File: config.mk
export PLATFORM = sky130hd
export DESIGN_NAME = adc_spi_reader
export DESIGN_NICKNAME = d
export VERILOG_FILES = /design/src/rtl/psu_pkg.sv /design/src/rtl/adc_sclk_gen.sv /design/src/rtl/adc_spi_reader.sv
export SDC_FILE = /design/constraint.sdc
export NUM_CORES = 1
export LEC_CHECK = 0
export ABC_AREA = 1
export CORE_ASPECT_RATIO = 1.1
export CORE_MARGIN = 8
export CORE_UTILIZATION = 50
export DETAILED_ROUTE_END_ITERATION = 8
export MAX_ROUTING_LAYER = met4
export PLACE_DENSITY = 0.76
export REMOVE_ABC_BUFFERS = 1
export SLEW_MARGIN = 20
export SYNTH_ARGS = -nofsm -noshare
export SYNTH_HDL_FRONTEND = slang
export SYNTH_SLANG_ARGS = --single-unit
File: constraint.sdc
create_clock -name clk -period 4.2 [get_ports clk]
set_input_delay 1.26 -clock clk [delete_from_list [all_inputs] [get_ports clk]]
set_output_delay 1.26 -clock clk [all_outputs]
set_load 0.01 [all_outputs]
File: src/rtl/psu_pkg.sv
// Shared types and defaults for the ADC serial reader: FSM state encoding and frame geometry.
package psu_pkg;

   typedef enum logic [1:0] {
      IDLE  = 2'd0,
      FRAME = 2'd1,
      DONE  = 2'd2,
      QUIET = 2'd3
   } adc_state_t;

   localparam int DEF_FRAME_BITS = 16;
   localparam int DEF_LEAD_ZEROS = 3;

   function automatic int cnt_width(input int n);
      return (n > 1) ? $clog2(n) : 1;
   endfunction

endpackage

File: src/rtl/adc_sclk_gen.sv
// Serial clock divider for the ADC frame: sclk low then high for CLK_DIV cycles per bit,
// with a strobe on the cycle that ends in a 0->1 sclk edge and one on the frame's last cycle.
module adc_sclk_gen
   import psu_pkg::*;
#(
   parameter int CLK_DIV    = 2,
   parameter int FRAME_BITS = DEF_FRAME_BITS,
   localparam int BW        = cnt_width(FRAME_BITS + 1)
) (
   input  logic          clk,
   input  logic          rst,
   input  logic          start,
   input  logic          run,
   output logic          sclk,
   output logic          rise,
   output logic          frame_end,
   output logic [BW-1:0] bit_idx
);

   localparam int DW = cnt_width(CLK_DIV);
   localparam logic [DW-1:0] DIV_LOAD = DW'(CLK_DIV - 1);
   localparam logic [BW-1:0] BIT_LAST = BW'(FRAME_BITS - 1);

   logic [DW-1:0] div_cnt;
   logic          half_end;

   assign half_end  = (div_cnt == '0);
   assign rise      = run & ~sclk & half_end;
   assign frame_end = run & sclk & half_end & (bit_idx == BIT_LAST);

   always_ff @(posedge clk or posedge rst) begin
      if (rst) begin
         sclk    <= 1'b1;
         div_cnt <= '0;
         bit_idx <= '0;
      end else if (start) begin
         sclk    <= 1'b0;
         div_cnt <= DIV_LOAD;
         bit_idx <= '0;
      end else if (run & ~frame_end) begin
         if (half_end) begin
            div_cnt <= DIV_LOAD;
            sclk    <= ~sclk;
            // a bit ends on the high->low transition
            if (sclk) bit_idx <= bit_idx + 1'b1;
         end else begin
            div_cnt <= div_cnt - 1'b1;
         end
      end else begin
         sclk    <= 1'b1;
         div_cnt <= '0;
         bit_idx <= '0;
      end
   end

endmodule

File: src/rtl/adc_spi_reader.sv
// SPI master for an ADC081S-style serial ADC, producing held samples plus a valid strobe.
// Define ADC_AVG_EN to output a running average of the last 4 good conversions.
//
//  state | meaning
//  IDLE  | cs_n high, waiting for en
//  FRAME | cs_n low, FRAME_BITS sclk periods clocked out, sdo shifted in
//  DONE  | one cycle: publish sample or flag frame_err
//  QUIET | cs_n held high for QUIET_CYC cycles before the next frame
module adc_spi_reader
   import psu_pkg::*;
#(
   parameter int ADC_WIDTH  = 8,
   parameter int CLK_DIV    = 2,
   parameter int FRAME_BITS = DEF_FRAME_BITS,
   parameter int LEAD_ZEROS = DEF_LEAD_ZEROS,
   parameter int QUIET_CYC  = 4
) (
   input  logic                 clk,
   input  logic                 rst,
   input  logic                 en,
   input  logic                 adc_sdo,
   output logic                 adc_cs_n,
   output logic                 adc_sclk,
   output logic [ADC_WIDTH-1:0] sample,
   output logic                 sample_valid,
   output logic                 frame_err,
   output logic                 busy
);

   localparam int BW = cnt_width(FRAME_BITS + 1);
   localparam int QW = cnt_width(QUIET_CYC);
   localparam logic [QW-1:0] QUIET_LOAD = QW'(QUIET_CYC - 1);
   localparam logic [BW-1:0] LEAD_END   = BW'(LEAD_ZEROS);
   localparam logic [BW-1:0] DATA_END   = BW'(LEAD_ZEROS + ADC_WIDTH);

   adc_state_t           state, state_nxt;
   logic [QW-1:0]        quiet_cnt;
   logic [ADC_WIDTH-1:0] shift;
   logic [ADC_WIDTH-1:0] sample_nxt;
   logic                 lead_err;
   logic                 start, run, rise, frame_end;
   logic [BW-1:0]        bit_idx;

   assign run   = (state == FRAME);
   assign start = (state_nxt == FRAME) && (state != FRAME);

   adc_sclk_gen #(
      .CLK_DIV    (CLK_DIV),
      .FRAME_BITS (FRAME_BITS)
   ) u_sclk_gen (
      .clk       (clk),
      .rst       (rst),
      .start     (start),
      .run       (run),
      .sclk      (adc_sclk),
      .rise      (rise),
      .frame_end (frame_end),
      .bit_idx   (bit_idx)
   );

   always_ff @(posedge clk or posedge rst) begin
      if (rst) state <= IDLE;
      else     state <= state_nxt;
   end

   always_comb begin
      state_nxt = state;
      case (state)
         IDLE:    if (en) state_nxt = FRAME;
         FRAME:   if (frame_end) state_nxt = DONE;
         DONE:    state_nxt = QUIET;
         QUIET:   if (quiet_cnt == '0) state_nxt = en ? FRAME : IDLE;
         default: state_nxt = IDLE;
      endcase
   end

`ifdef ADC_AVG_EN
   localparam int SW = ADC_WIDTH + 2;
   logic [ADC_WIDTH-1:0] hist0, hist1, hist2;
   logic [SW-1:0]        avg_sum;

   assign avg_sum    = SW'(shift) + SW'(hist0) + SW'(hist1) + SW'(hist2);
   assign sample_nxt = avg_sum[SW-1:2];

   always_ff @(posedge clk or posedge rst) begin
      if (rst) begin
         hist0 <= '0;
         hist1 <= '0;
         hist2 <= '0;
      end else if (frame_end && !lead_err) begin
         hist0 <= shift;
         hist1 <= hist0;
         hist2 <= hist1;
      end
   end
`else
   assign sample_nxt = shift;
`endif

   // Outputs are registered from the next state so they line up with state entry.
   always_ff @(posedge clk or posedge rst) begin
      if (rst) begin
         adc_cs_n     <= 1'b1;
         busy         <= 1'b0;
         sample_valid <= 1'b0;
         frame_err    <= 1'b0;
         sample       <= '0;
         shift        <= '0;
         lead_err     <= 1'b0;
         quiet_cnt    <= '0;
      end else begin
         adc_cs_n     <= (state_nxt != FRAME);
         busy         <= (state_nxt == FRAME) || (state_nxt == DONE);
         sample_valid <= 1'b0;
         frame_err    <= 1'b0;

         if (start) begin
            shift    <= '0;
            lead_err <= 1'b0;
         end else if (rise) begin
            if (bit_idx < LEAD_END)      lead_err <= lead_err | adc_sdo;
            else if (bit_idx < DATA_END) shift    <= ADC_WIDTH'({shift, adc_sdo});
         end

         if (frame_end) begin
            if (lead_err) begin
               frame_err <= 1'b1;
            end else begin
               sample_valid <= 1'b1;
               sample       <= sample_nxt;
            end
         end

         if (state == DONE)                          quiet_cnt <= QUIET_LOAD;
         else if (state == QUIET && quiet_cnt != '0) quiet_cnt <= quiet_cnt - 1'b1;
      end
   end

endmodule

==> flow_results.xml, run 1 <==
<?xml version="1.0" encoding="UTF-8"?>
<metrics>
  <group name="critical_path">
    <metric name="critical-path-top-delay-family" unit="">flip-flops</metric>
    <metric name="setup.worst_path.class" unit="">reg -&gt; out</metric>
    <metric name="timing.critical_path.arrival" unit="ns">1.46</metric>
    <metric name="cpPeakStageDelay" unit="ns">0.58</metric>
    <metric name="critical_path_required" unit="ns">2.94</metric>
    <metric name="critical_path_buf_inv_count" unit="">1</metric>
    <metric name="cp_slowest_cell" unit="">dfstp_2</metric>
    <metric name="endpoint_kind" unit="">output port</metric>
    <metric name="path_cells" unit="">clkdlybuf4s50_1</metric>
    <metric name="crit_path_max_fanout" unit="">4</metric>
    <metric name="element_type_at_the_critical_path_start" unit="">flip-flop</metric>
  </group>
  <group name="status">
    <metric name="result_of_the_run" unit="">finished clean</metric>
  </group>
  <group name="synth">
    <metric name="post_synth_main_area_contributors" unit="">dfrtp_1 50%, nand2_1 11%, inv_1 5.5%, o21ai_2 4.0%, nand2_4 3.7%</metric>
    <metric name="dominant_combinational_cell_family_by_area_after_synthesis" unit="">simple AND/OR/NAND/NOR gates</metric>
    <metric name="synth-warning-count" unit="">0</metric>
    <metric name="yosysUniqueCellTypes" unit="">26</metric>
    <metric name="yosysSeqAreaShare" unit="%">53.1</metric>
    <metric name="yosys_register_bits" unit="">32</metric>
    <metric name="yosys.area_share.simple" unit="%">26.3</metric>
    <metric name="synth_top_cell_by_area" unit="">dfrtp_1</metric>
    <metric name="synth_xor_area_share" unit="%">1.16</metric>
    <metric name="synth_cells" unit="">160</metric>
    <metric name="synth.area.mux_share" unit="%">0.661</metric>
    <metric name="synth_adder_area_share" unit="%">3.31</metric>
    <metric name="netlist.area_leader.share" unit="%">49.6</metric>
    <metric name="post_synth_instance_area" unit="mm^2">0.00151</metric>
    <metric name="avgSynthCellArea" unit="um^2">9.46</metric>
    <metric name="synth_compound_gate_area_share" unit="%">8.18</metric>
  </group>
  <group name="clock_network">
    <metric name="cts.htree.levels" unit="">2</metric>
    <metric name="cts-root-to-sink-buffers" unit="">2</metric>
    <metric name="numCtsBuffers" unit="">5</metric>
    <metric name="clk_pin_slew" unit="ns">0.10</metric>
    <metric name="ctsHoldBuffers" unit="">0</metric>
    <metric name="cts_repair_resize_count" unit="">0</metric>
    <metric name="cts_root_buffer" unit="">clkbuf_4</metric>
    <metric name="numClockSinks" unit="">32</metric>
    <metric name="cts_setup_buffers" unit="">0</metric>
    <metric name="tritoncts" unit="">yes</metric>
    <metric name="clock_latency" unit="ns">0.33</metric>
  </group>
  <group name="sta">
    <metric name="final_period_minus_worst_setup_slack" unit="ns">2.72</metric>
    <metric name="clock_skew" unit="ns">0.00813</metric>
    <metric name="setup_viol_count_final" unit="">0</metric>
    <metric name="tightestPinTransition" unit="ns">0.539</metric>
    <metric name="maxSlewViolCount" unit="">0</metric>
    <metric name="final.period_utilization" unit="%">64.8</metric>
    <metric name="max-slew-margin-rel" unit="%">63.7</metric>
    <metric name="hold-worst-slack" unit="ns">0.488</metric>
    <metric name="hold_viol_final" unit="">0</metric>
    <metric name="tns" unit="ns">0</metric>
    <metric name="max_clock_freq" unit="MHz">368</metric>
    <metric name="rsz_0062_raised_after_global_routing" unit="">false</metric>
  </group>
  <group name="drt">
    <metric name="dr_total_vias" unit="">1052</metric>
    <metric name="wl_per_cell" unit="um">11.6</metric>
    <metric name="route.antenna.remaining_nets" unit="">0</metric>
    <metric name="detailedRoute.firstIterationViolations" unit="">46</metric>
    <metric name="final_wirelength" unit="um">2520</metric>
    <metric name="drc" unit="">0</metric>
    <metric name="dr.pass1.iters" unit="">4</metric>
    <metric name="avgViaCountPerCell" unit="">4.83</metric>
  </group>
  <group name="global_route">
    <metric name="grt_max_degree" unit="">33</metric>
    <metric name="global_route_wire_length_before_repair" unit="um">4470</metric>
    <metric name="grt.overflow.total" unit="">0</metric>
    <metric name="grt_antenna_before_repair" unit="">0</metric>
    <metric name="first_global_vias" unit="">1090</metric>
    <metric name="grt_util_all_layers" unit="%">12.2</metric>
  </group>
  <group name="min_path">
    <metric name="min_path_type" unit="">reg -&gt; reg</metric>
  </group>
  <group name="final_layout">
    <metric name="nFillCells" unit="">247</metric>
    <metric name="area_grow_syn2layout" unit="%">19.4</metric>
    <metric name="final_net_count" unit="">191</metric>
    <metric name="layout-drive-gt1-share" unit="%">19.6</metric>
    <metric name="n_antenna_cell" unit="">0</metric>
    <metric name="fin_area" unit="mm^2">0.00181</metric>
  </group>
  <group name="placement">
    <metric name="placedInstanceArea" unit="mm^2">0.00171</metric>
    <metric name="place.gp.congestion" unit="">0.778</metric>
    <metric name="io_buffers" unit="">16</metric>
    <metric name="place.detailed.hpwl" unit="um">1900</metric>
  </group>
  <group name="die">
    <metric name="design.die.area" unit="mm^2">0.00505</metric>
    <metric name="die_height" unit="um">73.7</metric>
    <metric name="num_io_pins" unit="">17</metric>
    <metric name="effective_utilization_at_floorplan" unit="%">51.0</metric>
    <metric name="core" unit="mm^2">0.00297</metric>
    <metric name="dieWidth" unit="um">68.5</metric>
    <metric name="placementRows" unit="">21</metric>
  </group>
  <group name="job">
    <metric name="drv_cap" unit="">0</metric>
  </group>
  <group name="power_and_ir_drop">
    <metric name="power.ir.vdd_worst" unit="mV">0.308</metric>
    <metric name="power_leakage" unit="uW">0.000964</metric>
    <metric name="p_per_area" unit="mW/mm^2">327</metric>
  </group>
</metrics>
[metal layers]
| metal | GRT usage (%) | wire [um] | vias up |
|---|---|---|---|
| li1 | - | - | 546 |
| met1 | 11.9 | 1020 | 477 |
| met2 | 19.8 | 1280 | 22 |
| met3 | 5.03 | 154 | 7 |
| met4 | 7.06 | 57 | 0 |
| met5 | - | 0 | - |
[sequential cells by signal, summed over array words and instances (netlist names), 2 cells and up]
signal and count:
sample_nxt 8, u_sclk_gen.bit_idx 5, quiet_cnt 2, state 2, sample 8
[worst paths after layout]
kind                                       start              end  slack [ns]  cells past startpoint
min reg2reg                            sample[5]        sample[5]        0.49                      2
min in group asynchronous                    rst         state[1]        1.30                      3
max                              u_sclk_gen.sclk         adc_sclk        1.48                      1
max reg2reg                u_sclk_gen.bit_idx[0]    sample_nxt[0]        2.10                     13
min                                    sample[5]        sample[5]        0.49                      2
max in group asynchronous                    rst  u_sclk_gen.sclk        2.58                      3
[layout make-up]
type	count	area, um^2	share of cell area, %
multi-input combinational	101	599	33.1
inverter	26	100	5.54
tap	34	42.5	2.35
sequential	32	803	44.4
clock inverter	1	30.0	1.66
timing repair buffer	17	168	9.27
clock buffer	7	65.1	3.60
[per-stage QoR]
stage	power (uW)	worst slack, ns	utilization, %	std cells
6_report	592	1.48	60.9	218
5_1_grt	620	1.42	60.9	218
4_1_cts	601	1.46	60.9	218
3_5_place_dp	338	1.48	57.7	210
3_3_place_gp	338	1.55	57.7	210
2_1_floorplan	331	2.05	-	159
[power breakdown]
group          total (uW)  leakage (uW)  switching, uW  internal (uW)
registers             313      0.000396           1.23            312
clock network         260     0.0000515            102            158
logic                18.9      0.000516           12.5           6.32
[logic make-up (layout without fill, tap and decap cells)]
kind of cell / count (synthesis) / count (layout)
buffers and inverters: 27 / 51
XOR/XNOR: 2 / 2
AND/OR/NAND/NOR: 76 / 76
multiplexers: 1 / 1
AO/OA/AOI/OAI: 18 / 18
adder cells (fa/ha/maj): 4 / 4
flip-flops: 32 / 32
[cell usage after synthesis]
library cell,instances
o22ai_1,4
ha_1,4
buf_6,1
dfstp_2,2
o21ai_2,7
nor2_1,12
nor3_1,1
dfrtp_1,30
xor2_1,1
mux2i_1,1
xnor2_1,1
nand2_4,5
o21ai_0,5
nand2_1,43
a22oi_1,1
nand3_4,1
inv_1,22
inv_4,1
nor2_2,1
o21ai_1,1
nand3_1,6
nand3_2,1
nand2_2,2
nor2_8,1
nor2_4,3
inv_2,3
[layout by cell type (no fill, tap or decap), types with 2 or more instances in the layout]
master and n:
nand3_1 6, nor2_4 3, o21ai_2 7, nand2_2 2, o21ai_0 5, ha_1 4
clkbuf_8 2, inv_2 3, inv_1 22, nand2_1 43, clkdlybuf4s50_1 16, nand2_4 5
dfrtp_1 30, nor2_1 12, clkbuf_4 5, dfstp_2 2, o22ai_1 4
Power figures use the tool's default switching activity.
==> run 2, diff against run 1 <==
==> constraint.sdc (replaced) <==
create_clock -name clk -period 2.7 [get_ports clk]
set_input_delay 0.81 -clock clk [delete_from_list [all_inputs] [get_ports clk]]
set_output_delay 0.81 -clock clk [all_outputs]
set_load 0.01 [all_outputs]
==> flow_results.xml, run 2 (same netlist as run 1, synthesis figures left out) <==
<?xml version="1.0" encoding="UTF-8"?>
<metrics>
  <group name="critical_path">
    <metric name="critical_path_required" unit="ns">1.89</metric>
    <metric name="critical_path_buf_inv_count" unit="">1</metric>
    <metric name="timing.critical_path.arrival" unit="ns">1.45</metric>
    <metric name="element_type_at_the_critical_path_start" unit="">flip-flop</metric>
    <metric name="path_cells" unit="">clkdlybuf4s50_1</metric>
    <metric name="critical-path-top-delay-family" unit="">flip-flops</metric>
    <metric name="worst_r2r_path_depth" unit="">13</metric>
    <metric name="crit_path_max_fanout" unit="">4</metric>
    <metric name="cpPeakStageDelay" unit="ns">0.57</metric>
    <metric name="endpoint_kind" unit="">output port</metric>
    <metric name="setup.worst_path.class" unit="">reg -&gt; out</metric>
    <metric name="cp_slowest_cell" unit="">dfstp_2</metric>
    <metric name="path_depth" unit="">1</metric>
  </group>
  <group name="final_layout">
    <metric name="area_grow_syn2layout" unit="%">17.0</metric>
    <metric name="most-common-layout-cells" unit="">43 x nand2_1, 30 x dfrtp_1, 22 x inv_1, 16 x clkdlybuf4s50_1, 12 x nor2_1</metric>
    <metric name="mostFrequentLayoutCell" unit="">nand2_1</metric>
    <metric name="final_net_count" unit="">191</metric>
    <metric name="layout-drive-gt1-share" unit="%">18.5</metric>
    <metric name="n_antenna_cell" unit="">0</metric>
    <metric name="nFillCells" unit="">263</metric>
  </group>
  <group name="global_route">
    <metric name="grt_antenna_before_repair" unit="">0</metric>
    <metric name="first_global_vias" unit="">1024</metric>
    <metric name="grt_max_degree" unit="">33</metric>
    <metric name="grt.overflow.total" unit="">0</metric>
    <metric name="grt_util_all_layers" unit="%">11.5</metric>
    <metric name="global_route_wire_length_before_repair" unit="um">4280</metric>
  </group>
  <group name="sta">
    <metric name="tns" unit="ns">0</metric>
    <metric name="setup_viol_count_final" unit="">0</metric>
    <metric name="rsz_0062_raised_after_global_routing" unit="">false</metric>
    <metric name="clock_skew" unit="ns">0.00608</metric>
    <metric name="max_clock_freq" unit="MHz">443</metric>
    <metric name="setup_ws" unit="ns">0.442</metric>
    <metric name="max-slew-margin-rel" unit="%">62.6</metric>
    <metric name="final_period_minus_worst_setup_slack" unit="ns">2.26</metric>
    <metric name="hold-worst-slack" unit="ns">0.485</metric>
    <metric name="hold_viol_final" unit="">0</metric>
    <metric name="tightestPinTransition" unit="ns">0.555</metric>
    <metric name="final.period_utilization" unit="%">83.6</metric>
    <metric name="maxSlewViolCount" unit="">0</metric>
  </group>
  <group name="placement">
    <metric name="place.gp.congestion" unit="">0.777</metric>
    <metric name="io_buffers" unit="">16</metric>
    <metric name="preCtsSetupSlack" unit="ns">0.443</metric>
    <metric name="place.detailed.hpwl" unit="um">1840</metric>
  </group>
  <group name="drt">
    <metric name="dr.pass1.iters" unit="">4</metric>
    <metric name="dr_total_vias" unit="">1065</metric>
    <metric name="drc" unit="">0</metric>
    <metric name="final_wirelength" unit="um">2400</metric>
    <metric name="avgViaCountPerCell" unit="">4.89</metric>
    <metric name="detailedRoute.firstIterationViolations" unit="">41</metric>
    <metric name="wl_per_cell" unit="um">11.0</metric>
    <metric name="route.antenna.remaining_nets" unit="">0</metric>
  </group>
  <group name="die">
    <metric name="die_height" unit="um">73.7</metric>
    <metric name="placementRows" unit="">21</metric>
    <metric name="design.die.area" unit="mm^2">0.00505</metric>
    <metric name="core" unit="mm^2">0.00297</metric>
    <metric name="dieWidth" unit="um">68.5</metric>
    <metric name="effective_utilization_at_floorplan" unit="%">51.0</metric>
    <metric name="num_io_pins" unit="">17</metric>
  </group>
  <group name="power_and_ir_drop">
    <metric name="cellInternalPower" unit="uW">623</metric>
    <metric name="switch_share" unit="%">21.9</metric>
    <metric name="combinational_cell_fraction_of_total_power" unit="%">3.6</metric>
    <metric name="p_per_area" unit="mW/mm^2">450</metric>
    <metric name="power.ir.vdd_worst" unit="mV">0.315</metric>
    <metric name="seq_power_share" unit="%">61.0</metric>
    <metric name="clock_power_share" unit="%">35.3</metric>
    <metric name="power_leakage" unit="uW">0.000945</metric>
    <metric name="p_sw" unit="uW">174</metric>
  </group>
  <group name="clock_network">
    <metric name="cts_root_buffer" unit="">clkbuf_4</metric>
    <metric name="ctsHoldBuffers" unit="">0</metric>
    <metric name="cts_repair_resize_count" unit="">0</metric>
    <metric name="cts.htree.levels" unit="">2</metric>
    <metric name="clk_pin_slew" unit="ns">0.10</metric>
    <metric name="cts_setup_buffers" unit="">0</metric>
    <metric name="tritoncts" unit="">yes</metric>
    <metric name="numCtsBuffers" unit="">5</metric>
    <metric name="clock_latency" unit="ns">0.33</metric>
    <metric name="cts-root-to-sink-buffers" unit="">2</metric>
    <metric name="numClockSinks" unit="">32</metric>
  </group>
  <group name="status">
    <metric name="result_of_the_run" unit="">finished clean</metric>
  </group>
  <group name="job">
    <metric name="drv_cap" unit="">0</metric>
  </group>
  <group name="min_path">
    <metric name="min_path_type" unit="">reg -&gt; reg</metric>
    <metric name="holdPathStages" unit="">2</metric>
  </group>
</metrics>
## run 2: worst paths after layout
path	startpoint	end	slack (ns)
min in group asynchronous	rst	sample[7]	0.85
worst max register to register	u_sclk_gen.bit_idx[0]	sample_nxt[1]	0.55
worst max-delay path	u_sclk_gen.sclk	adc_sclk	0.44
worst min-delay path	sample[5]	sample[5]	0.49
max in group asynchronous	rst	u_sclk_gen.sclk	1.53
worst min register to register	sample[5]	sample[5]	0.49
## run 2: routing by layer
layer  wire (um)  global-route usage (%)  vias to the layer above
met5           0                       -                        -
met4          49                    7.06                        0
met3         159                    3.96                        5
met2        1150                    18.1                       20
met1        1040                    12.1                      493
li1            -                       -                      547
## run 2: cell type report
cell class	count	area (um^2)	area share, %
Sequential cell	32	803	45.3
Inverter	26	100	5.65
Tap cell	34	42.5	2.40
Clock buffer	8	58.8	3.32
Multi-Input combinational cell	101	599	33.8
Timing Repair Buffer	17	168	9.46
## run 2: power by group through the flow
| stage | logic [uW] | clock network (uW) | registers (uW) |
|---|---|---|---|
| 6_report | 29.1 | 282 | 487 |
| 5_1_grt | 34.4 | 313 | 487 |
| 4_1_cts | 30.2 | 295 | 487 |
| 3_3_place_gp | 29.3 | 0 | 496 |
| 3_5_place_dp | 30.1 | 0 | 496 |
| 2_1_floorplan | 19.5 | 0 | 496 |
## run 2: through the flow
step,cells,utilization [%],area [um^2],total power (uW)
floorplan,159,-,1500,515
global placement,210,57.7,1710,525
detailed placement,210,57.7,1710,526
CTS,218,59.7,1770,812
global route,218,59.7,1770,834
finish,218,59.7,1770,798
